--- src/rtl/seg_scan_if.sv ---
// Bus bundle between a display-content producer and the seg_scan_ctrl scan engine.
// The master loads digits and watches the handshake; the slave drives the display pins.
interface seg_scan_if #(
  parameter int N_DIGITS = 8
);
  logic                    enable;
  logic                    load;
  logic [4*N_DIGITS-1:0]   data_in;
  logic [N_DIGITS-1:0]     dp_in;
  logic [N_DIGITS-1:0]     mask_in;
  logic                    load_ack;
  logic                    pending;
  logic [3:0]              hex_out;
  logic                    dp_out;
  logic [N_DIGITS-1:0]     an;
  logic                    frame_tick;

  modport master (
    output enable, load, data_in, dp_in, mask_in,
    input  load_ack, pending, hex_out, dp_out, an, frame_tick
  );

  modport slave (
    input  enable, load, data_in, dp_in, mask_in,
    output load_ack, pending, hex_out, dp_out, an, frame_tick
  );
endinterface

--- src/rtl/seg_scan_ctrl.sv ---
// Time-multiplexed seven-segment scan controller with blanking guard per slot
// and a shadow register that is committed only at frame wrap so the display never tears.
module seg_scan_ctrl #(
  parameter int N_DIGITS     = 8,
  parameter int REFRESH_DIV  = 100000,
  parameter int BLANK_CYCLES = 1000
) (
  input  logic      clk,
  input  logic      rst_n,
  seg_scan_if.slave bus
);

  localparam int CNT_W = $clog2(REFRESH_DIV);
  localparam int IDX_W = $clog2(N_DIGITS);

  localparam logic [CNT_W-1:0] CNT_LAST  = CNT_W'(REFRESH_DIV - 1);
  localparam logic [CNT_W-1:0] BLANK_END = CNT_W'(BLANK_CYCLES - 1);
  localparam logic [IDX_W-1:0] IDX_LAST  = IDX_W'(N_DIGITS - 1);

  typedef enum logic [0:0] {
    ST_BLANK = 1'b0,
    ST_DRIVE = 1'b1
  } state_t;

  state_t                state_r;
  state_t                state_next_s;
  logic [CNT_W-1:0]      cnt_r;
  logic [CNT_W-1:0]      cnt_next_s;
  logic [IDX_W-1:0]      idx_r;
  logic [IDX_W-1:0]      idx_next_s;
  logic                  slot_end_s;
  logic                  wrap_s;
  logic                  commit_s;

  logic [4*N_DIGITS-1:0] active_data_r;
  logic [N_DIGITS-1:0]   active_dp_r;
  logic [N_DIGITS-1:0]   active_mask_r;
  logic [4*N_DIGITS-1:0] shadow_data_r;
  logic [N_DIGITS-1:0]   shadow_dp_r;
  logic [N_DIGITS-1:0]   shadow_mask_r;
  logic                  pending_r;

  logic [4*N_DIGITS-1:0] active_data_next_s;
  logic [N_DIGITS-1:0]   active_dp_next_s;
  logic [N_DIGITS-1:0]   active_mask_next_s;
  logic [4*N_DIGITS-1:0] shadow_data_next_s;
  logic [N_DIGITS-1:0]   shadow_dp_next_s;
  logic [N_DIGITS-1:0]   shadow_mask_next_s;
  logic                  pending_next_s;

  logic [N_DIGITS-1:0]   an_r;
  logic [N_DIGITS-1:0]   an_next_s;
  logic [3:0]            hex_r;
  logic [3:0]            hex_next_s;
  logic                  dp_r;
  logic                  dp_next_s;
  logic                  load_ack_r;
  logic                  frame_tick_r;

  // Slot sequencing: BLANK guard, then DRIVE until the slot counter runs out.
  always_comb begin
    state_next_s = state_r;
    cnt_next_s   = cnt_r;
    idx_next_s   = idx_r;
    slot_end_s   = 1'b0;
    if (!bus.enable) begin
      state_next_s = ST_BLANK;
      cnt_next_s   = '0;
      idx_next_s   = '0;
    end else begin
      case (state_r)
        ST_BLANK: begin
          cnt_next_s = cnt_r + CNT_W'(1);
          if (cnt_r == BLANK_END) begin
            state_next_s = ST_DRIVE;
          end else begin
            state_next_s = ST_BLANK;
          end
        end
        ST_DRIVE: begin
          if (cnt_r == CNT_LAST) begin
            state_next_s = ST_BLANK;
            cnt_next_s   = '0;
            slot_end_s   = 1'b1;
            if (idx_r == IDX_LAST) begin
              idx_next_s = '0;
            end else begin
              idx_next_s = idx_r + IDX_W'(1);
            end
          end else begin
            state_next_s = ST_DRIVE;
            cnt_next_s   = cnt_r + CNT_W'(1);
          end
        end
        default: begin
          state_next_s = ST_BLANK;
          cnt_next_s   = '0;
          idx_next_s   = '0;
        end
      endcase
    end
  end

  assign wrap_s   = slot_end_s && (idx_r == IDX_LAST);
  assign commit_s = wrap_s && pending_r;

  // Shadow capture and frame-boundary commit; a coincident load lands after the commit.
  always_comb begin
    active_data_next_s = active_data_r;
    active_dp_next_s   = active_dp_r;
    active_mask_next_s = active_mask_r;
    shadow_data_next_s = shadow_data_r;
    shadow_dp_next_s   = shadow_dp_r;
    shadow_mask_next_s = shadow_mask_r;
    pending_next_s     = pending_r;
    if (commit_s) begin
      active_data_next_s = shadow_data_r;
      active_dp_next_s   = shadow_dp_r;
      active_mask_next_s = shadow_mask_r;
      pending_next_s     = 1'b0;
    end else begin
      pending_next_s     = pending_r;
    end
    if (bus.load) begin
      shadow_data_next_s = bus.data_in;
      shadow_dp_next_s   = bus.dp_in;
      shadow_mask_next_s = bus.mask_in;
      pending_next_s     = 1'b1;
    end else begin
      shadow_data_next_s = shadow_data_r;
    end
  end

  // Display outputs are computed from next-cycle state so the registered pins track the FSM exactly.
  always_comb begin
    an_next_s  = '1;
    hex_next_s = hex_r;
    dp_next_s  = dp_r;
    for (int k = 0; k < N_DIGITS; k++) begin
      if (idx_next_s == IDX_W'(k)) begin
        if ((state_next_s == ST_BLANK) && (cnt_next_s == '0)) begin
          hex_next_s = active_data_next_s[4*k +: 4];
          dp_next_s  = active_dp_next_s[k];
        end else begin
          hex_next_s = hex_r;
          dp_next_s  = dp_r;
        end
        if ((state_next_s == ST_DRIVE) && active_mask_next_s[k]) begin
          an_next_s[k] = 1'b0;
        end else begin
          an_next_s[k] = 1'b1;
        end
      end else begin
        an_next_s[k] = 1'b1;
      end
    end
  end

  // Scan state register.
  always_ff @(posedge clk or negedge rst_n) begin
    if (!rst_n) begin
      state_r <= ST_BLANK;
      cnt_r   <= '0;
      idx_r   <= '0;
    end else begin
      state_r <= state_next_s;
      cnt_r   <= cnt_next_s;
      idx_r   <= idx_next_s;
    end
  end

  // Active and shadow display contents.
  always_ff @(posedge clk or negedge rst_n) begin
    if (!rst_n) begin
      active_data_r <= '0;
      active_dp_r   <= '0;
      active_mask_r <= '0;
      shadow_data_r <= '0;
      shadow_dp_r   <= '0;
      shadow_mask_r <= '0;
      pending_r     <= 1'b0;
    end else begin
      active_data_r <= active_data_next_s;
      active_dp_r   <= active_dp_next_s;
      active_mask_r <= active_mask_next_s;
      shadow_data_r <= shadow_data_next_s;
      shadow_dp_r   <= shadow_dp_next_s;
      shadow_mask_r <= shadow_mask_next_s;
      pending_r     <= pending_next_s;
    end
  end

  // Registered display pins and handshake pulses.
  always_ff @(posedge clk or negedge rst_n) begin
    if (!rst_n) begin
      an_r         <= '1;
      hex_r        <= 4'h0;
      dp_r         <= 1'b0;
      load_ack_r   <= 1'b0;
      frame_tick_r <= 1'b0;
    end else begin
      an_r         <= an_next_s;
      hex_r        <= hex_next_s;
      dp_r         <= dp_next_s;
      load_ack_r   <= commit_s;
      frame_tick_r <= wrap_s;
    end
  end

  assign bus.an         = an_r;
  assign bus.hex_out    = hex_r;
  assign bus.dp_out     = dp_r;
  assign bus.load_ack   = load_ack_r;
  assign bus.frame_tick = frame_tick_r;
  assign bus.pending    = pending_r;

endmodule

--- src/flat_wrapper.sv ---
// flat-port wrapper written by rule: the top's interface ports become plain ports
module seg_scan_ctrl_flat 
#(
  parameter int N_DIGITS     = 8,
  parameter int REFRESH_DIV  = 100000,
  parameter int BLANK_CYCLES = 1000
)
  (clk, rst_n, bus_enable, bus_load, bus_data_in, bus_dp_in, bus_mask_in, bus_load_ack, bus_pending, bus_hex_out, bus_dp_out, bus_an, bus_frame_tick);
  seg_scan_if #(.N_DIGITS(N_DIGITS)) bus_i ();
  input  logic clk;
  input  logic rst_n;
  input wire logic [$bits(bus_i.enable)-1:0] bus_enable;
  input wire logic [$bits(bus_i.load)-1:0] bus_load;
  input wire logic [$bits(bus_i.data_in)-1:0] bus_data_in;
  input wire logic [$bits(bus_i.dp_in)-1:0] bus_dp_in;
  input wire logic [$bits(bus_i.mask_in)-1:0] bus_mask_in;
  output wire logic [$bits(bus_i.load_ack)-1:0] bus_load_ack;
  output wire logic [$bits(bus_i.pending)-1:0] bus_pending;
  output wire logic [$bits(bus_i.hex_out)-1:0] bus_hex_out;
  output wire logic [$bits(bus_i.dp_out)-1:0] bus_dp_out;
  output wire logic [$bits(bus_i.an)-1:0] bus_an;
  output wire logic [$bits(bus_i.frame_tick)-1:0] bus_frame_tick;
  assign bus_i.enable = bus_enable;
  assign bus_i.load = bus_load;
  assign bus_i.data_in = bus_data_in;
  assign bus_i.dp_in = bus_dp_in;
  assign bus_i.mask_in = bus_mask_in;
  assign bus_load_ack = bus_i.load_ack;
  assign bus_pending = bus_i.pending;
  assign bus_hex_out = bus_i.hex_out;
  assign bus_dp_out = bus_i.dp_out;
  assign bus_an = bus_i.an;
  assign bus_frame_tick = bus_i.frame_tick;
  seg_scan_ctrl #(.N_DIGITS(N_DIGITS), .REFRESH_DIV(REFRESH_DIV), .BLANK_CYCLES(BLANK_CYCLES)) u_core (.clk(clk), .rst_n(rst_n), .bus(bus_i));
endmodule
--- config.mk ---
export PLATFORM = sky130hd
export DESIGN_NAME = seg_scan_ctrl_flat
export DESIGN_NICKNAME = d
export VERILOG_FILES = /design/src/rtl/seg_scan_if.sv /design/src/rtl/seg_scan_ctrl.sv /design/src/flat_wrapper.sv
export SDC_FILE = /design/constraint.sdc
export NUM_CORES = 1
export LEC_CHECK = 0
export BUFFER_PORTS_ARGS = -buffer_cell sky130_fd_sc_hd__buf_2
export CORE_AREA = 2 2 106 108
export DETAILED_ROUTE_END_ITERATION = 16
export DIE_AREA = 0 0 108 110
export PLACE_DENSITY = 0.84
export SYNTH_ARGS = -nofsm -noshare
export SYNTH_HDL_FRONTEND = slang
export SYNTH_SLANG_ARGS = --single-unit
--- constraint.sdc ---
create_clock -name clk -period 3.13 [get_ports clk]
set_input_delay 0.313 -clock clk [delete_from_list [all_inputs] [get_ports clk]]
set_output_delay 0.313 -clock clk [all_outputs]
set_load 0.1 [all_outputs]
### Word-level counts from Yosys, hierarchy flattened

Index checks and enable logic that the tools add are counted.

* register bits after elaboration: 133
* input port bits: 52
* output and inout port bits: 16
* logic and storage cells: 120

* $add $sub $neg: 2
* equality and inequality tests: 18
* muxes and demuxes: 67
* bitwise gates (word level): 2
* reduce and logical (&&, ||, !) cells: 16

Operators by type and width (number)
* 4-bit 2-to-1 mux: 16
* 1-bit 2-to-1 mux: 40
* 17-bit 2-to-1 mux: 2
* 17-bit case mux with 2 select lines: 1
* 32-bit 2-to-1 mux: 1
* 17-bit by 1-bit adder with 17-bit output, second input constant: 1
* 17-bit by 10-bit equality test with 1-bit output, second input constant: 1
* 17-bit equality test, second input constant: 1
* 17-bit logical NOT: 1
* 8-bit 2-to-1 mux: 2
* 3-bit equality test, second input constant: 5
* 2-bit inequality test, second input constant: 7
* 3-bit 2-to-1 mux: 4
* 1-bit logical AND: 11
* 9-bit AND reduction: 1
* 8-bit nonzero test: 1
* 3-bit by 2-bit equality test with 1-bit output, second input constant: 2
* 3-bit by 1-bit adder with 3-bit output, second input constant: 1
* 3-bit by 1-bit equality test with 1-bit output, second input constant: 1
* 3-bit logical NOT: 1
* 2-bit by 1-bit inequality test with 1-bit output, second input constant: 1
* 1-bit inverter: 2
* 1-bit case mux with 2 select lines: 1
* 2-bit nonzero test: 1

### Logic depth before layout (Yosys ltp)

Gate-level depths: netlist of run 1.

* depth after elaboration: 16
* depth in mapped cells: 12
* gate-level depth less buffers: 10

### Least setup slack after synthesis of run 1

OpenSTA, ideal clock, no wires.

* path kind: register -> register
* from: register u_core.pending_r, in the netlist u_core.bus.pending
* to: register u_core.hex_r[1], in the netlist u_core.bus.hex_out[1]
* library setup time: 69 ps
* data arrival time: 2658 ps
* data required time: 3061 ps
* setup slack: 403 ps
* cell stages (with the launch flop): 8
* buffers on the path: 1
* period minus slack after synthesis: 2727 ps
* cells stage by stage: dfrtp_1 > nand3_1 > or3_4 > buf_6 > mux2i_1 > mux4_2 > a211oi_1 > a22o_1

* word-level cells in the longest chain between the ends: 11
* elaborated cells between the ends (all ways): 18
* those cells by class: mux (17); reduce/logical (1)

Ends and longest elaborated chain
* from (decl): RTL line seg_scan_ctrl.sv:41 `logic pending_r;`
* from (signal assigned): RTL line seg_scan_ctrl.sv:189 `pending_r <= pending_next_s;`
* 1-bit logical AND *: RTL line seg_scan_ctrl.sv:105 `assign commit_s = wrap_s && pending_r;`
* 32-bit 2-to-1 mux *: RTL line seg_scan_ctrl.sv:116 `if (commit_s) begin`
* 4-bit 2-to-1 mux: RTL line seg_scan_ctrl.sv:141 `if ((state_next_s == ST_BLANK) && (cnt_next_s == '0)) begin`
* 4-bit 2-to-1 mux (7 in a row): RTL line seg_scan_ctrl.sv:140 `if (idx_next_s == IDX_W'(k)) begin`
* 4-bit 2-to-1 mux *: RTL line seg_scan_ctrl.sv:140
* to (signal assigned): RTL line seg_scan_ctrl.sv:203 `hex_r <= hex_next_s;`
* to (decl): RTL line seg_scan_ctrl.sv:53 `logic [3:0] hex_r;`

Mark *: on every way between the ends. The rest lies on a longest branch, timed or not. The select of a mux whose other input is x is not followed.
A chain may end at the register's enable or synchronous reset.

### Worst setup path in the final report of run 1

* from: register u_core.cnt_r[11]
* to: register u_core.hex_r[3], in the netlist u_core.bus.hex_out[3]

* word-level cells in the longest chain between the ends: 16
* elaborated cells between the ends (all ways): 56
* those cells by class: add/sub (1); eq/ne (17); mux (30); bitwise (1); reduce/logical (7)

Ends and longest elaborated chain
* from (decl): RTL line seg_scan_ctrl.sv:27 `logic [CNT_W-1:0] cnt_r;`
* from (signal assigned): RTL line seg_scan_ctrl.sv:167 `cnt_r <= cnt_next_s;`
* branches (longest 16 deep; another with 17-bit by 1-bit adder with 17-bit output)

Parallel ways; which one is timed is not known. The select of a mux whose other input is x is not followed.

==> summary.md, run 1 <==
| Metric | Value |
|---|---|
| Critical Path Start | `u_core.cnt_r[11]` |
| Startpoint types | `flip-flop` |
| Fin Clk Skew | `0.00730 ns` |
| Worst Setup End Kind | `flip-flop` |
| Syn nets | `588` |
| DRC | `0` |
| Die ar. | `11900 sq um` |
| Sequential fraction of the synthesis area | `56.0%` |
| Fin Setup TNS | `0 ns` |
| CTS tree | `yes` |
| GP Congestion | `0.882` |
| Number of flops mapped to enable cells by yosys | `0` |
| Worst R2R Start | `u_core.cnt_r[11]` |
| Clock Tree Buf Depth | `2` |
| R2R cell count | `8` |
| Peak supply drop | `0.554 mV` |
| H-tree Lvls | `4` |
| # IOs | `68` |
| Worst r2r dst | `u_core.bus.hex_out[3]` |
| Main synth FF type | `dfrtp_1` |
| Starting Density | `55.8%` |
| Slew @ Worst Pin | `1.05 ns` |
| Setup WS post-layout | `0.233 ns` |
| CP Data Arrival Time | `3.28 ns` |
| Max_slew headroom | `29.7%` |
| Routed wire length | `13200 microns` |
| Commonest non-fill, non-tap cell in the layout | `dfrtp_1` |
| Routed vias/inst | `5.68` |
| DP HPWL | `9050 microns` |
| RSZ-0062 raised after global routing | `false` |
| Yosys warns | `0` |
| Final Hold Vio Count | `0` |
| Vias in the first global route | `4543` |
| Post-synth cell types | `65` |
| Clock sink count | `133` |
| Site row count | `38` |
| Worst R2R Setup Slack | `0.23 ns` |
| Layout cells sized above 1 | `31.3%` |
| Syn_area_per_cell | `11.2 sq um` |
| HP Start | `bus_dp_in[6]` |
| Layout area overhead | `18.9%` |
| Total congestion overflow | `0` |
| Worst skew pair latency | `0.53 ns` |
| Final setup violation count | `0` |
| Minimum clock period | `2.90 ns` |
| Root Buffer | `clkbuf_8` |
| PwrDens | `556 nW/um^2` |
| First-pass GRT wire length | `22000 microns` |
| Post-layout util | `66.3%` |
| DRT antenna net count | `0` |
| Yosys reg bits | `133` |
| Core box area | `10700 sq um` |
| 1st-iter DRT viols | `299` |
| HP Class | `in2reg` |
| Most frequent cells in the layout | `dfrtp_1, nand2_1, buf_2` |
| Setup CP Type | `reg2reg` |
| Die Wd | `108 microns` |
| Lkg Pwr | `3.40 nW` |
| Initial DRT Pass Iterations | `5` |
| Hold-critical path depth | `2` |
| Worst path required time | `3.51 ns` |
| MaxCap Viol Count | `0` |
| Die H | `110 microns` |
| WL per Instance | `17.3 microns` |
| N_diodes | `0` |
| Final Max Tran Viols | `0` |
| Power Total | `3.95 mW` |
| Syn Inst Count | `533` |
| Final Cycle Share | `92.6%` |
| Initial antenna violation count | `0` |
| Post-synthesis cell area | `5960 sq um` |
| CP max FO | `11` |
| Vias | `4336` |
| Dpl ws | `0.103 ns` |
| FFs w/ async S/R, synth | `100%` |
| Largest net degree at the start of global routing | `70` |
| Clock buffers created by TritonCTS | `17` |
| GRT Util Overall | `24.6%` |
| Min-Delay Endpoint | `u_core.shadow_dp_r[6]` |
| # nets final | `668` |
| Clk slew on worst S/H paths | `0.06 ns` |
| Status | `complete, no violations` |
| Fmax | `345 MHz` |
| PortBufs | `67` |
power breakdown:
part           total, mW  switching [mW]  internal (mW)
registers           1.83          0.0442           1.79
clock network       1.91           0.705           1.21
logic              0.202           0.100          0.102
total               3.95           0.849           3.10
stage by stage:
step	area (sq um)	hold WS [ns]	cells
detailed placement	6410	0.454	724
global placement	6410	0.445	724
floorplan	5960	0.0174	533
finish	7090	0.0171	764
global route	7090	0.00631	764
CTS	7080	0.000595	763
worst max path at each step:
stage	endpoint	slack, ns	cells past startpoint
final	u_core.bus.hex_out[3]	0.23	8
after global routing	u_core.bus.hex_out[3]	0.04	8
after CTS	u_core.bus.dp_out	0.07	9
after detailed placement	u_core.bus.hex_out[0]	0.10	10
after global placement	u_core.bus.hex_out[0]	0.24	10
after floorplan	u_core.bus.hex_out[1]	0.40	7
cell usage after synthesis, types with 3 or more instances:
master	n	area [sq um]
ha_1	3	37.5
dfrtp_1	125	3130
o21ai_0	5	25.0
xor2_1	4	35.0
and2_1	6	37.5
dfstp_2	8	210
nand3_1	15	75.1
nor4_1	6	37.5
a211oi_1	3	22.5
o31ai_1	6	45.0
nor3_1	12	60.1
mux2i_1	9	90.1
nor2_1	35	131
inv_1	10	37.5
o21ai_1	4	20.0
buf_2	12	60.1
a21oi_1	4	20.0
buf_6	5	56.3
mux4_2	3	67.6
nand2_1	115	432
mux2_2	51	574
buf_1	5	18.8
xnor2_1	14	123
mux2_1	4	45.0
nand4_1	4	25.0
and3_1	5	31.3
clkbuf_1	5	18.8
or3b_2	4	35.0
layer usage:
| metal | up-vias | global-route usage (%) | share of wire, % |
|---|---|---|---|
| met3 | 35 | 5.53 | 6.6 |
| met5 | - | 0 | 0 |
| met1 | 2125 | 30.9 | 41 |
| li1 | 1990 | - | - |
| met4 | 0 | 10.9 | 2.2 |
| met2 | 186 | 41.3 | 50 |
sequential cells by signal, indices dropped and copies added, names as in the netlist:
name / count
u_core.bus.dp_out: 1
u_core.bus.frame_tick: 1
u_core.active_dp_r: 8
u_core.active_data_r: 32
u_core.shadow_mask_r: 8
u_core.bus.load_ack: 1
u_core.cnt_r: 17
u_core.idx_r: 3
u_core.shadow_dp_r: 8
u_core.bus.an: 8
u_core.bus.hex_out: 4
u_core.state_r: 1
u_core.shadow_data_r: 32
u_core.active_mask_r: 8
u_core.bus.pending: 1
cell type report:
| type | instances | area [sq um] |
|---|---|---|
| clock inverter | 8 | 100 |
| fill | 807 | 3600 |
| sequential | 133 | 3340 |
| tap | 140 | 175 |
| timing repair buffer | 89 | 526 |
| multi-input combinational | 359 | 2430 |
| inverter | 13 | 48.8 |
| clock buffer | 22 | 473 |
cell families (layout without fill, tap and decap cells):
family | Yosys count | count (layout) | share of synthesized area, %
mux | 70 | 70 | 13.9
fa+ha+maj | 3 | 3 | 0.629
buf+inv | 42 | 132 | 3.61
simple gates | 221 | 222 | 17.5
flops | 133 | 133 | 56.0
xor+xnor | 18 | 18 | 2.64
compound gates | 46 | 46 | 5.75
worst max-delay path: stages (launching register included):
cell,delay [ns]
dfrtp_1,0.50
nor4_4,0.46
nand3_2,0.28
nor4_2,0.37
o21ai_4,0.19
inv_2,0.23
mux4_2,0.52
nor2_1,0.11
o31ai_1,0.08
repair_timing:
| action | in CTS | in global routing |
|---|---|---|
| endpoints found under the setup margin | 0 | 4 |
| hold endpoints to repair | 66 | 0 |
| hold buffers | 9 | 0 |
| buffers inserted | 0 | 0 |
| resized for setup | 0 | 3 |
(Power assumes the default switching activity.)
==> run 2, diff against run 1 <==
- MAX_ROUTING_LAYER: unset -> met4
==> summary.md, run 2 (synthesis gave the netlist of run 1 again) <==
| Metric | Value |
|---|---|
| Status | `complete, no violations` |
| Total congestion overflow | `0 (unchanged)` |
| Largest net degree at the start of global routing | `65 (-7.1%)` |
| Routed vias/inst | `5.74 (+1.1%)` |
| Clk slew on worst S/H paths | `0.06 ns (about the same)` |
| # nets final | `695 (+4.0%)` |
| Vias | `4549 (+4.9%)` |
| Routed wire length | `14200 microns (+7.5%)` |
| Die ar. | `11900 sq um (unchanged)` |
| Site row count | `38 (unchanged)` |
| Reg power frac | `42.6% (-3.8 points)` |
| Worst skew pair latency | `0.53 ns (about the same)` |
| GP Congestion | `0.923 (+4.7%)` |
| # IOs | `68 (unchanged)` |
| Most frequent cells in the layout | `dfrtp_1, nand2_1, buf_2` |
| Internal | `3.43 mW (+11%)` |
| Hold_ws | `0.0205 ns (+0.00335 ns)` |
| Top flop regs | `u_core.active_data_r x32, u_core.shadow_data_r x32, u_core.cnt_r x17` |
| H-tree Lvls | `4 (unchanged)` |
| Sw Ratio | `20.3% (-1.3 points)` |
| MaxCap Viol Count | `0 (unchanged)` |
| DP HPWL | `9180 microns (+1.5%)` |
| Fillcell total | `746 (-7.6%)` |
| Final Cycle Share | `97.2% (+4.6 points)` |
| Cell Count, Final, Fillers Out | `793 (+3.8%)` |
| GRT Util Overall | `25.8% (+1.2 points)` |
| Commonest non-fill, non-tap cell in the layout | `dfrtp_1` |
| Setup CP Type | `reg2reg` |
| Slew @ Worst Pin | `1.04 ns (-0.0158 ns)` |
| Layout cells sized above 1 | `30.8% (-0.47 points)` |
| Final setup violation count | `0 (unchanged)` |
| Clock sink count | `133 (unchanged)` |
| Core box area | `10700 sq um (unchanged)` |
| Sw power | `872 uW (+2.7%)` |
| HP Class | `in2reg` |
| Initial antenna violation count | `0 (unchanged)` |
| PortBufs | `67 (unchanged)` |
| Root Buffer | `clkbuf_8` |
| Comb pwr share | `5.2% (about the same)` |
| DRC | `0 (unchanged)` |
| Clock Tree Buf Depth | `2 (unchanged)` |
| PwrDens | `577 nW/um^2 (+3.8%)` |
| Clk pwr share | `52.2% (+3.8 points)` |
| First-pass GRT wire length | `22500 microns (+2.0%)` |
| Worst path required time | `3.60 ns (+0.09 ns)` |
| 1st-iter DRT viols | `295 (-1.3%)` |
| Fin Setup TNS | `0 ns (unchanged)` |
| Worst Setup End Kind | `flip-flop` |
| Final Max Tran Viols | `0 (unchanged)` |
| Placed Cells | `727 (+0.41%)` |
| Fmax | `329 MHz (-4.7%)` |
| Final Hold Vio Count | `0 (unchanged)` |
| Clock buffers created by TritonCTS | `17 (unchanged)` |
| Initial DRT Pass Iterations | `6 (+1)` |
| Die H | `110 microns (unchanged)` |
| Worst R2R Setup Slack | `0.09 ns (-0.14 ns)` |
| Layout area overhead | `24.9%` |
| Startpoint types | `flip-flop` |
| CTS tree | `yes` |
| Max_slew headroom | `30.7% (+1.1 points)` |
| Minimum clock period | `3.04 ns (+0.144 ns)` |
| Vias in the first global route | `4680 (+3.0%)` |
| Starting Density | `55.8% (unchanged)` |
| Die Wd | `108 microns (unchanged)` |
| CP Data Arrival Time | `3.51 ns (+0.23 ns)` |
| WL per Instance | `17.9 microns (+3.6%)` |
| Post-layout util | `69.6% (+3.3 points)` |
| Lkg Pwr | `3.56 nW (+4.7%)` |
| CP max FO | `7 (-4)` |
| N_diodes | `0 (unchanged)` |
| Peak supply drop | `0.393 mV (-29%)` |
| DRT antenna net count | `0 (unchanged)` |
| Fin Clk Skew | `0.00452 ns (-0.00278 ns)` |
run 2: changes by cell type in the layout (fill, tap and decap cells not counted), sizes merged:
| cell | previous run | this run |
|---|---|---|
| bufinv | 2 | 5 |
| clkbuf | 22 | 25 |
| or3 | 4 | 5 |
| clkinv | 6 | 2 |
| dlygate4sd3 | 9 | 30 |
| buf | 80 | 85 |
run 2: path summary, 6_finish.rpt:
| check | cells after the start | startpoint | endpoint |
|---|---|---|---|
| max | 8 | u_core.cnt_r[0] | u_core.bus.hex_out[1] |
| min | 2 | bus_data_in[27] | u_core.shadow_data_r[27] |
| max reg2reg | 8 | u_core.cnt_r[0] | u_core.bus.hex_out[1] |
| min reg2reg | 2 | u_core.active_data_r[23] | u_core.active_data_r[23] |
| max in group asynchronous | 3 | rst_n | u_core.bus.an[6] |
| min in group asynchronous | 2 | rst_n | u_core.active_mask_r[3] |
run 2: layout make-up:
cell class                 count  area [sq um]  share of cell area, %
tap                          140           175                   2.35
timing repair buffer         115           773                   10.4
inverter                      13          48.8                  0.655
multi-input combinational    360          2440                   32.7
clock buffer                  25           514                   6.90
clock inverter                 7           163                   2.18
sequential                   133          3340                   44.8
run 2: per-layer routing:
metal	share of wire (%)	vias to the layer above	global-route usage (%)	wire length, microns
met4	4.0	0	12.6	561
met1	41	2246	30.5	5760
met2	50	195	41.8	7100
li1	-	2052	-	-
met3	5.4	56	6.29	764
met5	0	-	-	0
run 2: critical path: stages (launching register included):
cell and delay [ns]:
dfrtp_1 0.41, ha_2 0.28, and4_1 0.32, nand3_2 0.21, or3_4 0.55, mux2i_1 0.19, mux4_2 0.50, a211oi_1 0.33
a22o_1 0.17
run 2: what timing repair did:
item,4_1_cts,5_1_grt
buffers inserted,0,2
gates resized for setup,0,2
setup endpoints to repair,0,2
hold endpoints to repair,82,0
hold buffers,30,0
run 2: per-stage QoR:
stage	total power [mW]	worst slack [ns]	instance area, sq um
after global routing	4.42	-0.000897	7450
after global placement	2.05	0.246	6440
after floorplan	1.95	0.403	5960
after CTS	4.33	0.00804	7410
after detailed placement	2.06	0.134	6440
final	4.30	0.0887	7450
run 2: power by group through the flow:
stage	registers, mW	clock network, mW	logic (mW)
after floorplan	1.85	0	0.0998
after global placement	1.86	0	0.187
after detailed placement	1.86	0	0.196
after CTS	1.83	2.27	0.225
after global routing	1.84	2.33	0.247
final	1.83	2.24	0.225
